[src/rtl/regfile_pkg.sv]
// regfile_pkg: FunSel codes and the shared next-register-value helper
package regfile_pkg;
  localparam int FUN_W = 3;
  localparam int MAX_W = 1024;
  typedef enum logic [FUN_W-1:0] {
    F_DEC, F_INC, F_LOAD, F_CLR, F_LDB_Z, F_LDB_H, F_SHB, F_LDB_S
  } fun_e;
  // Operands are zero-extended to MAX_W; callers truncate back to WIDTH, which keeps
  // inc/dec modulo 2^WIDTH and makes the byte shift drop the top byte naturally.
  function automatic logic [MAX_W-1:0] next_value(input logic [MAX_W-1:0] cur, input fun_e f,
                                                  input logic [MAX_W-1:0] i);
    return f == F_DEC   ? cur - MAX_W'(1) :
           f == F_INC   ? cur + MAX_W'(1) :
           f == F_LOAD  ? i :
           f == F_CLR   ? '0 :
           f == F_LDB_Z ? MAX_W'(i[7:0]) :
           f == F_LDB_H ? {cur[MAX_W-1:8], i[7:0]} :
           f == F_SHB   ? {cur[MAX_W-9:0], i[7:0]} :
                          {{(MAX_W-8){i[7]}}, i[7:0]};
  endfunction
endpackage

[src/rtl/param_register_file_if.sv]
// param_register_file_if: control-unit / ALU-side bus of the register file
interface param_register_file_if
  import regfile_pkg::*;
#(
  parameter int WIDTH = 32,
  parameter int NUM_R = 4,
  parameter int NUM_S = 4
);
  localparam int SEL_W = $clog2(NUM_R + NUM_S);
  logic [FUN_W-1:0] FunSel;
  logic [NUM_R-1:0] RegSel;
  logic [NUM_S-1:0] ScrSel;
  logic [SEL_W-1:0] OutASel;
  logic [SEL_W-1:0] OutBSel;
  logic [WIDTH-1:0] I;
  logic             ClrFlags;
  logic [WIDTH-1:0] OutA;
  logic [WIDTH-1:0] OutB;
  logic             ValidA;
  logic             ValidB;
  logic             WrapFlag;
  modport master (
    output FunSel, RegSel, ScrSel, OutASel, OutBSel, I, ClrFlags,
    input  OutA, OutB, ValidA, ValidB, WrapFlag
  );
  modport slave (
    input  FunSel, RegSel, ScrSel, OutASel, OutBSel, I, ClrFlags,
    output OutA, OutB, ValidA, ValidB, WrapFlag
  );
endinterface

[src/rtl/rf_cell.sv]
// rf_cell: one register with its written flag and a same-cycle wrap pulse
module rf_cell
  import regfile_pkg::*;
#(
  parameter int WIDTH = 32
) (
  input  logic             Clock,
  input  logic             rst,
  input  logic             E,
  input  logic [FUN_W-1:0] FunSel,
  input  logic [WIDTH-1:0] I,
  output logic [WIDTH-1:0] Q,
  output logic             Written,
  output logic             Wrap
);
  logic [WIDTH-1:0] d;
  assign d = WIDTH'(next_value(MAX_W'(Q), fun_e'(FunSel), MAX_W'(I)));
  assign Wrap = E && ((FunSel == F_INC && &Q) || (FunSel == F_DEC && Q == '0));
  // Enabled cells take the FunSel result; clear is the only op that drops the written flag.
  always_ff @(posedge Clock)
    if (!rst) begin
      Q       <= '0;
      Written <= 1'b0;
    end else if (E) begin
      Q       <= d;
      Written <= FunSel != F_CLR;
    end
endmodule

[src/rtl/param_register_file.sv]
// param_register_file: NUM_R general + NUM_S scratch registers with two combinational read ports
module param_register_file
  import regfile_pkg::*;
#(
  parameter int WIDTH  = 32,
  parameter int NUM_R  = 4,
  parameter int NUM_S  = 4,
  parameter int BYPASS = 0
) (
  input logic Clock,
  input logic rst,
  param_register_file_if.slave bus
);
  localparam int N = NUM_R + NUM_S;
  localparam int SEL_W = $clog2(N);
  localparam int M = 2 ** SEL_W;
  logic [N-1:0]     en;
  logic [N-1:0]     wrap;
  logic [WIDTH-1:0] view_q [M];
  logic             view_w [M];
  logic             wrap_flag;
  assign en = {bus.ScrSel, bus.RegSel};
  // Select codes past the last register map to padding entries that read as 0 / not written.
  for (genvar j = 0; j < M; j++) begin : g_reg
    if (j < N) begin : g_cell
      logic [WIDTH-1:0] q;
      logic [WIDTH-1:0] nq;
      logic             w;
      rf_cell #(.WIDTH(WIDTH)) u_cell (
        .Clock, .rst, .E(en[j]), .FunSel(bus.FunSel), .I(bus.I), .Q(q), .Written(w), .Wrap(wrap[j])
      );
      assign nq = WIDTH'(next_value(MAX_W'(q), fun_e'(bus.FunSel), MAX_W'(bus.I)));
      assign view_q[j] = BYPASS != 0 && en[j] ? nq : q;
      assign view_w[j] = BYPASS != 0 && en[j] ? bus.FunSel != F_CLR : w;
    end else begin : g_pad
      assign view_q[j] = '0;
      assign view_w[j] = 1'b0;
    end
  end
  assign bus.OutA     = view_q[bus.OutASel];
  assign bus.OutB     = view_q[bus.OutBSel];
  assign bus.ValidA   = view_w[bus.OutASel];
  assign bus.ValidB   = view_w[bus.OutBSel];
  assign bus.WrapFlag = wrap_flag;
  // Sticky wrap: a new wrap pulse beats ClrFlags in the same cycle.
  always_ff @(posedge Clock)
    if (!rst) wrap_flag <= 1'b0;
    else wrap_flag <= |wrap || (wrap_flag && !bus.ClrFlags);
endmodule

[src/flat_wrapper.sv]
// flat-port wrapper written by rule: the top's interface ports become plain ports
module param_register_file_flat import regfile_pkg::*;
#(
  parameter int WIDTH  = 32,
  parameter int NUM_R  = 4,
  parameter int NUM_S  = 4,
  parameter int BYPASS = 0
)
  (Clock, rst, bus_FunSel, bus_RegSel, bus_ScrSel, bus_OutASel, bus_OutBSel, bus_I, bus_ClrFlags, bus_OutA, bus_OutB, bus_ValidA, bus_ValidB, bus_WrapFlag);
  param_register_file_if #(.WIDTH(WIDTH), .NUM_R(NUM_R), .NUM_S(NUM_S)) bus_i ();
  input logic Clock;
  input logic rst;
  input wire logic [$bits(bus_i.FunSel)-1:0] bus_FunSel;
  input wire logic [$bits(bus_i.RegSel)-1:0] bus_RegSel;
  input wire logic [$bits(bus_i.ScrSel)-1:0] bus_ScrSel;
  input wire logic [$bits(bus_i.OutASel)-1:0] bus_OutASel;
  input wire logic [$bits(bus_i.OutBSel)-1:0] bus_OutBSel;
  input wire logic [$bits(bus_i.I)-1:0] bus_I;
  input wire logic [$bits(bus_i.ClrFlags)-1:0] bus_ClrFlags;
  output wire logic [$bits(bus_i.OutA)-1:0] bus_OutA;
  output wire logic [$bits(bus_i.OutB)-1:0] bus_OutB;
  output wire logic [$bits(bus_i.ValidA)-1:0] bus_ValidA;
  output wire logic [$bits(bus_i.ValidB)-1:0] bus_ValidB;
  output wire logic [$bits(bus_i.WrapFlag)-1:0] bus_WrapFlag;
  assign bus_i.FunSel = bus_FunSel;
  assign bus_i.RegSel = bus_RegSel;
  assign bus_i.ScrSel = bus_ScrSel;
  assign bus_i.OutASel = bus_OutASel;
  assign bus_i.OutBSel = bus_OutBSel;
  assign bus_i.I = bus_I;
  assign bus_i.ClrFlags = bus_ClrFlags;
  assign bus_OutA = bus_i.OutA;
  assign bus_OutB = bus_i.OutB;
  assign bus_ValidA = bus_i.ValidA;
  assign bus_ValidB = bus_i.ValidB;
  assign bus_WrapFlag = bus_i.WrapFlag;
  param_register_file #(.WIDTH(WIDTH), .NUM_R(NUM_R), .NUM_S(NUM_S), .BYPASS(BYPASS)) u_core (.Clock(Clock), .rst(rst), .bus(bus_i));
endmodule
[config.mk]
export PLATFORM = sky130hd
export DESIGN_NAME = param_register_file_flat
export DESIGN_NICKNAME = d
export VERILOG_FILES = /design/src/rtl/regfile_pkg.sv /design/src/rtl/param_register_file_if.sv /design/src/rtl/rf_cell.sv /design/src/rtl/param_register_file.sv /design/src/flat_wrapper.sv
export SDC_FILE = /design/constraint.sdc
export NUM_CORES = 2
export LEC_CHECK = 0
export ABC_CLOCK_PERIOD_IN_PS = 2900
export BUFFER_PORTS_ARGS = -buffer_cell sky130_fd_sc_hd__buf_2
export CAP_MARGIN = 20
export CORE_ASPECT_RATIO = 0.6
export CORE_UTILIZATION = 35
export DETAILED_ROUTE_END_ITERATION = 6
export MAX_ROUTING_LAYER = met4
export SLEW_MARGIN = 15
export SYNTH_ARGS = -nofsm -noshare
export SYNTH_HDL_FRONTEND = slang
export SYNTH_HIERARCHICAL = 1
export SYNTH_SLANG_ARGS = --single-unit
[constraint.sdc]
create_clock -name Clock -period 2.9 [get_ports Clock]
set_input_delay 0.58 -clock Clock [delete_from_list [all_inputs] [get_ports Clock]]
set_output_delay 0.58 -clock Clock [all_outputs]
set_load 0.01 [all_outputs]
Yosys cells after proc, flatten, opt, wreduce, memory -nomap -nowiden --
Index checks and enable logic that the tools add are counted.
Cells by class: reduce and logical (&&, ||, !) cells 61, equality and inequality tests 8, bitwise operators 2, $add $sub $neg 16, multiplexer cells 68, $lt $le $gt $ge 2
Operators with widths (number):
- 2-to-1 mux 32 bit | 60
- adder 32 x 1 -> 32 bit (second input constant) | 8
- zero test 32 bit | 8
- AND reduction 32 bit | 8
- subtractor 32 x 1 -> 32 bit (second input constant) | 8
- binary-select mux 32 bit (select 3 bit) | 2
- logical AND 1 bit | 25
- AND reduction 2 bit | 8
- equality test 3 bit (second input constant) | 3
- logical OR 1 bit | 9
- greater-or-equal comparator 4 bit (second input constant) | 2
- NOT 3 -> 4 bit | 2
- OR reduction 8 bit | 1
- binary-select mux 1 bit (select 3 bit) | 2
- equality test 3 x 2 -> 1 bit (second input constant) | 2
- inequality test 6 x 1 -> 1 bit (second input constant) | 1
- 2-to-1 mux 1 bit | 4
- equality test 3 x 1 -> 1 bit (second input constant) | 1
- zero test 3 bit | 1
- inequality test 3 x 2 -> 1 bit (second input constant) | 1
- zero test 1 bit | 1
Word-level totals: register bits 265, logic and storage cells 182, output and inout bits 67, input bits 52

Logic depth before layout (Yosys ltp) --
depth after elaboration 8, depth in mapped cells 10, depth with buffers taken out 9

Cells and area by module --
Netlist, hierarchy kept.
By module, submodules not included:
- rf_cell at u_core.g_reg[0].g_cell.u_cell ... | area an instance 3565.9 um^2, sequential area each 660.6 um^2, cells an instance 527, instances 5
- rf_cell at u_core.g_reg[5].g_cell.u_cell ... | area an instance 3583.4 um^2, sequential area each 660.6 um^2, cells an instance 528, instances 3
- param_register_file | area an instance 4057.6 um^2, sequential area each 20.0 um^2, cells an instance 240, instances 1

Least setup slack after synthesis --
No wires, ideal clock.
path type input -> register, start point input bus_FunSel[1], end point register u_core.g_reg[5].g_cell.u_cell.Q[26], required time 2.783 ns, path slack 0.574 ns, stages 7, buffers on the path 3, arrival 2.209 ns, setup time 0.117 ns, cells stage by stage clkbuf_1 -> or2_2 -> clkbuf_1 -> nor2_1 -> clkbuf_1 -> nand4_1 -> a32o_1
Between the ends: longest elaborated chain between the ends 8, elaborated cells on any way between the ends 16, classes of those cells 7 x eq/ne; 7 x mux; 2 x reduce/logical
RTL lines:
- start, declared | RTL line flat_wrapper.sv:13 | input wire logic [$bits(bus_i.FunSel)-1:0] bus_FunSel;
- equality test 3 bit
- 2-to-1 mux 32 bit | RTL line regfile_pkg.sv:18 | f == F_SHB ? {cur[MAX_W-9:0], i[7:0]} :
- 2-to-1 mux 32 bit | RTL line regfile_pkg.sv:17 | f == F_LDB_H ? {cur[MAX_W-1:8], i[7:0]} :
- 2-to-1 mux 32 bit | RTL line regfile_pkg.sv:16 | f == F_LDB_Z ? MAX_W'(i[7:0]) :
- 2-to-1 mux 32 bit | RTL line regfile_pkg.sv:15 | f == F_CLR ? '0 :
- 2-to-1 mux 32 bit | RTL line regfile_pkg.sv:14 | f == F_LOAD ? i :
- 2-to-1 mux 32 bit | RTL line regfile_pkg.sv:13 | f == F_INC ? cur + MAX_W'(1) :
- 2-to-1 mux 32 bit | RTL line regfile_pkg.sv:12 | return f == F_DEC ? cur - MAX_W'(1) :
- end signal, assigned | RTL line rf_cell.sv:22 | Q <= '0;
- end signal, assigned | RTL line rf_cell.sv:25 | Q <= d;
- end, declared | RTL line rf_cell.sv:12 | output logic [WIDTH-1:0] Q,
Parallel ways exist; a longest one is shown, timed or not. The select of a mux whose other input is x is not followed. A chain may end at the register's enable or synchronous reset.

Final worst setup path --
start point register u_core.g_reg[6].g_cell.u_cell.Q[6], end point output bus_OutA[6]
Between the ends: longest elaborated chain between the ends 3
RTL lines:
- start, declared | RTL line rf_cell.sv:12
- start signal, assigned | RTL line rf_cell.sv:22
- start signal, assigned | RTL line rf_cell.sv:25
- binary-select mux 32 bit (select 3 bit) | RTL line param_register_file.sv:40 | assign bus.OutA = view_q[bus.OutASel];
- 2-to-1 mux 32 bit (implied by the code) (2 in a row) | RTL line param_register_file.sv:40
- end, declared | RTL line flat_wrapper.sv:20 | output wire logic [$bits(bus_i.OutA)-1:0] bus_OutA;
Every way passes these cells. The select of a mux whose other input is x is not followed.

==> out/metrics.yaml <==
timing:
  fin_skew_ns: 0.0275
  slew_violations: 0
  postLayoutSetupSlackWorst_ns: 0.0228
  fin_crit_ns: 2.88
  whs_ns: 0.368
  setup_viol: 0
  finalCritPeriodShare_pct: 99.2
  worstMarginPinSlew_ns: 0.986
  rsz0062_at_grt: "false"
  relSlewSlack_pct: 33.6
  finalHoldViolCount: 0
  max_freq_mhz: 348
synthesis:
  async_reset_ff_share_pct: 0
  yosys_warnings: 6
  synth_nets: 4527
  syn_inst: 4459
  synth_top_area_cell: "dfxtp_1"
  synthFlopType: "dfxtp_1"
  synth.avg_cell_area_um2: 7.32
  ys_ff_latch: 265
  synth_top_area_share_pct: 16.3
  ys_seq_area_share_pct: 16.3
  synth_area_leaders: "dfxtp_1 16%, mux4_2 8.1%, a21oi_1 5.9%"
  ys_types: 78
  synth_edf_count: 0
  synth_area_um2: 32600
setup_path:
  arrival_ns: 2.30
  crit_buf_inv: 2
  crit_cells: 4
  crit_path_start: "u_core/g_reg[6].g_cell.u_cell/Q[6]"
  start_kind: "register"
  critPathRequiredTime_ns: 2.32
  r2r-end: "u_core/bus.WrapFlag"
  ff2ff_path_depth: 9
  critPathTopFamily: "multiplexers"
  ff2ff_setup_slack_ns: 0.08
  cp_slowest_cell: "mux4_2"
  cpPeakStageDelay_ns: 0.51
  reg2reg_from: "u_core/g_reg[2].g_cell.u_cell/Q[1]"
  critical_path_class: "reg -> out"
  crit_path_cell_trace: "buf_4 > mux4_2 > mux2_2 > buf_2"
  crit_end: "bus_OutA[6]"
  endpoint_kind: "primary output"
  worstPathMaxFanout: 11
floorplanning:
  core_um2: 92100
  die_x_um: 396
  fp.dieH_um: 239
  io_pins: 119
  dieArea_um2: 94500
  rows: 86
  initial_core_util_pct: 35.4
finish:
  layout_common_cells: "572 x buf_4, 387 x a21oi_1, 289 x nand2_1"
  syn_to_final_growth_pct: 19.3
  drive_gt1_share_pct: 22.6
  postLayoutCoreUtil_pct: 42.3
  final_common_cell: "buf_4"
  nets: 4757
clock_tree:
  clk_latency_ns: 0.61
  hold_buffers: 0
  h-tree-depth: 2
  cts_setup_buffers: 0
  cts_buffer_depth: 3
  cts_tree: "built"
  cts_buffers: 36
  cts.sinks: 265
  clkTransAtPathRegs_ns: 0.05
  root_buffer: "clkbuf_16"
grt:
  antenna_found_initial: 33
  grt_pass1_wl_um: 276000
  grt_overflow: 0
  first_global_vias: 36900
  grt_usage_pct: 40.8
  grt_max_degree: 62
route:
  wire_per_inst_um: 32.6
  wirelength_um: 195000
  drc: 8
  drt_iter0_drc: 8096
  drt_pre_antenna_iters: 7
  routed_via_density: 7.10
  vias: 42500
  drtAntennaViolNets: 0
power:
  p_per_area_nw_per_um2: 413
  ir_drop_v: 0.000430
  p_leak_nw: 13.9
hold_path:
  hold_class: "in -> reg"
  whs_path_depth: 2
place:
  post-place-ws_ns: -0.00223
  dp_hpwl_um: 150000
  port_buffers: 118
  gp_congestion: 1.08
status:
  violations: "DRC"
  outcome: "finished, violations left"
flow_run:
  maxCapViolCount: 0
## cells by family after synthesis
family | synth area share [%]
flip-flops | 16.3
multiplexers | 12.0
XOR/XNOR | 4.37
AO/OA/AOI/OAI | 30.9
adder cells (fa/ha/maj) | 0.613
buffers and inverters | 7.88
AND/OR/NAND/NOR | 27.9
## how the worst min path moves through the flow
| stage | endpoint | slack (ns) | start |
|---|---|---|---|
| after floorplan | u_core/bus.WrapFlag | 0.50 | u_core/bus.WrapFlag |
| after global placement | u_core/g_reg[4].g_cell.u_cell/Q[0] | 0.51 | u_core/g_reg[4].g_cell.u_cell/Q[0] |
| after detailed placement | u_core/g_reg[4].g_cell.u_cell/Q[0] | 0.52 | u_core/g_reg[4].g_cell.u_cell/Q[0] |
| after CTS | u_core/g_reg[5].g_cell.u_cell/Q[13] | 0.34 | rst |
| after global routing | u_core/g_reg[4].g_cell.u_cell/Written | 0.37 | bus_ScrSel[0] |
| final | u_core/g_reg[5].g_cell.u_cell/Q[11] | 0.37 | rst |
## repair_timing
item | in CTS | in global routing
gates resized for setup | 0 | 2
endpoints found under the hold margin | 0 | 0
setup endpoints to repair | 0 | 4
## sequential cells by signal (all words and copies together) (netlist names)
register	count
u_core/g.g_cell.u_cell/Q	256
u_core/g.g_cell.u_cell/Written	8
u_core/bus.WrapFlag	1
## power by group
part	switching, mW	leakage [nW]	internal, mW
Combinational	4.24	11.1	2.42
Sequential	0.584	2.19	3.94
Clock	2.11	0.584	2.80
Total	6.93	13.9	9.15
## area by class of cell
class / count / area, um2
Fill cell: 9572 / 53200
Antenna cell: 35 / 87.6
Multi-Input combinational cell: 3581 / 24800
Clock inverter: 10 / 130
Tap cell: 1232 / 1540
Sequential cell: 265 / 5310
Clock buffer: 52 / 1060
Inverter: 78 / 293
Timing Repair Buffer: 727 / 5700
## metal layers
metal | wire [um] | GRT usage (%)
met5 | 0 | -
met4 | 8080 | 15.7
met3 | 36500 | 18.4
met2 | 68700 | 47.1
met1 | 81900 | 58.7
## per-stage QoR
step / TNS (ns) / area (um2) / power, mW / instances
after floorplan: 0 / 32600 / 7.96 / 4459
after global placement: -0.0823 / 37600 / 10.8 / 5883
after detailed placement: -0.00223 / 37600 / 10.8 / 5883
after CTS: 0 / 38800 / 15.7 / 5945
after global routing: 0 / 38900 / 16.5 / 5972
final: 0 / 38900 / 16.1 / 5980
## worst register-to-register path, stage by stage, from the launching register on
cell,delay (ns)
dfxtp_1,0.63
inv_1,0.13
ha_1,0.29
and4b_1,0.33
nand4_4,0.25
nor4_1,0.09
a21oi_1,0.20
nor2b_1,0.09
nor4_1,0.49
a31oi_1,0.17
## synthesized netlist by cell type (all sizes together), types with 66 or more instances
cell type	number
nor4	144
nand4	130
nand3	217
mux2	66
xnor2	86
a21oi	387
nand2	289
nor2	258
buf	113
o211ai	74
nor3	193
mux4	132
and3	80
o21ai	342
inv	75
xor2	77
clkbuf	422
dfxtp	265
a31oi	116
a211oi	230
or3	82
Note: power is estimated with default switching activity, not from simulation.
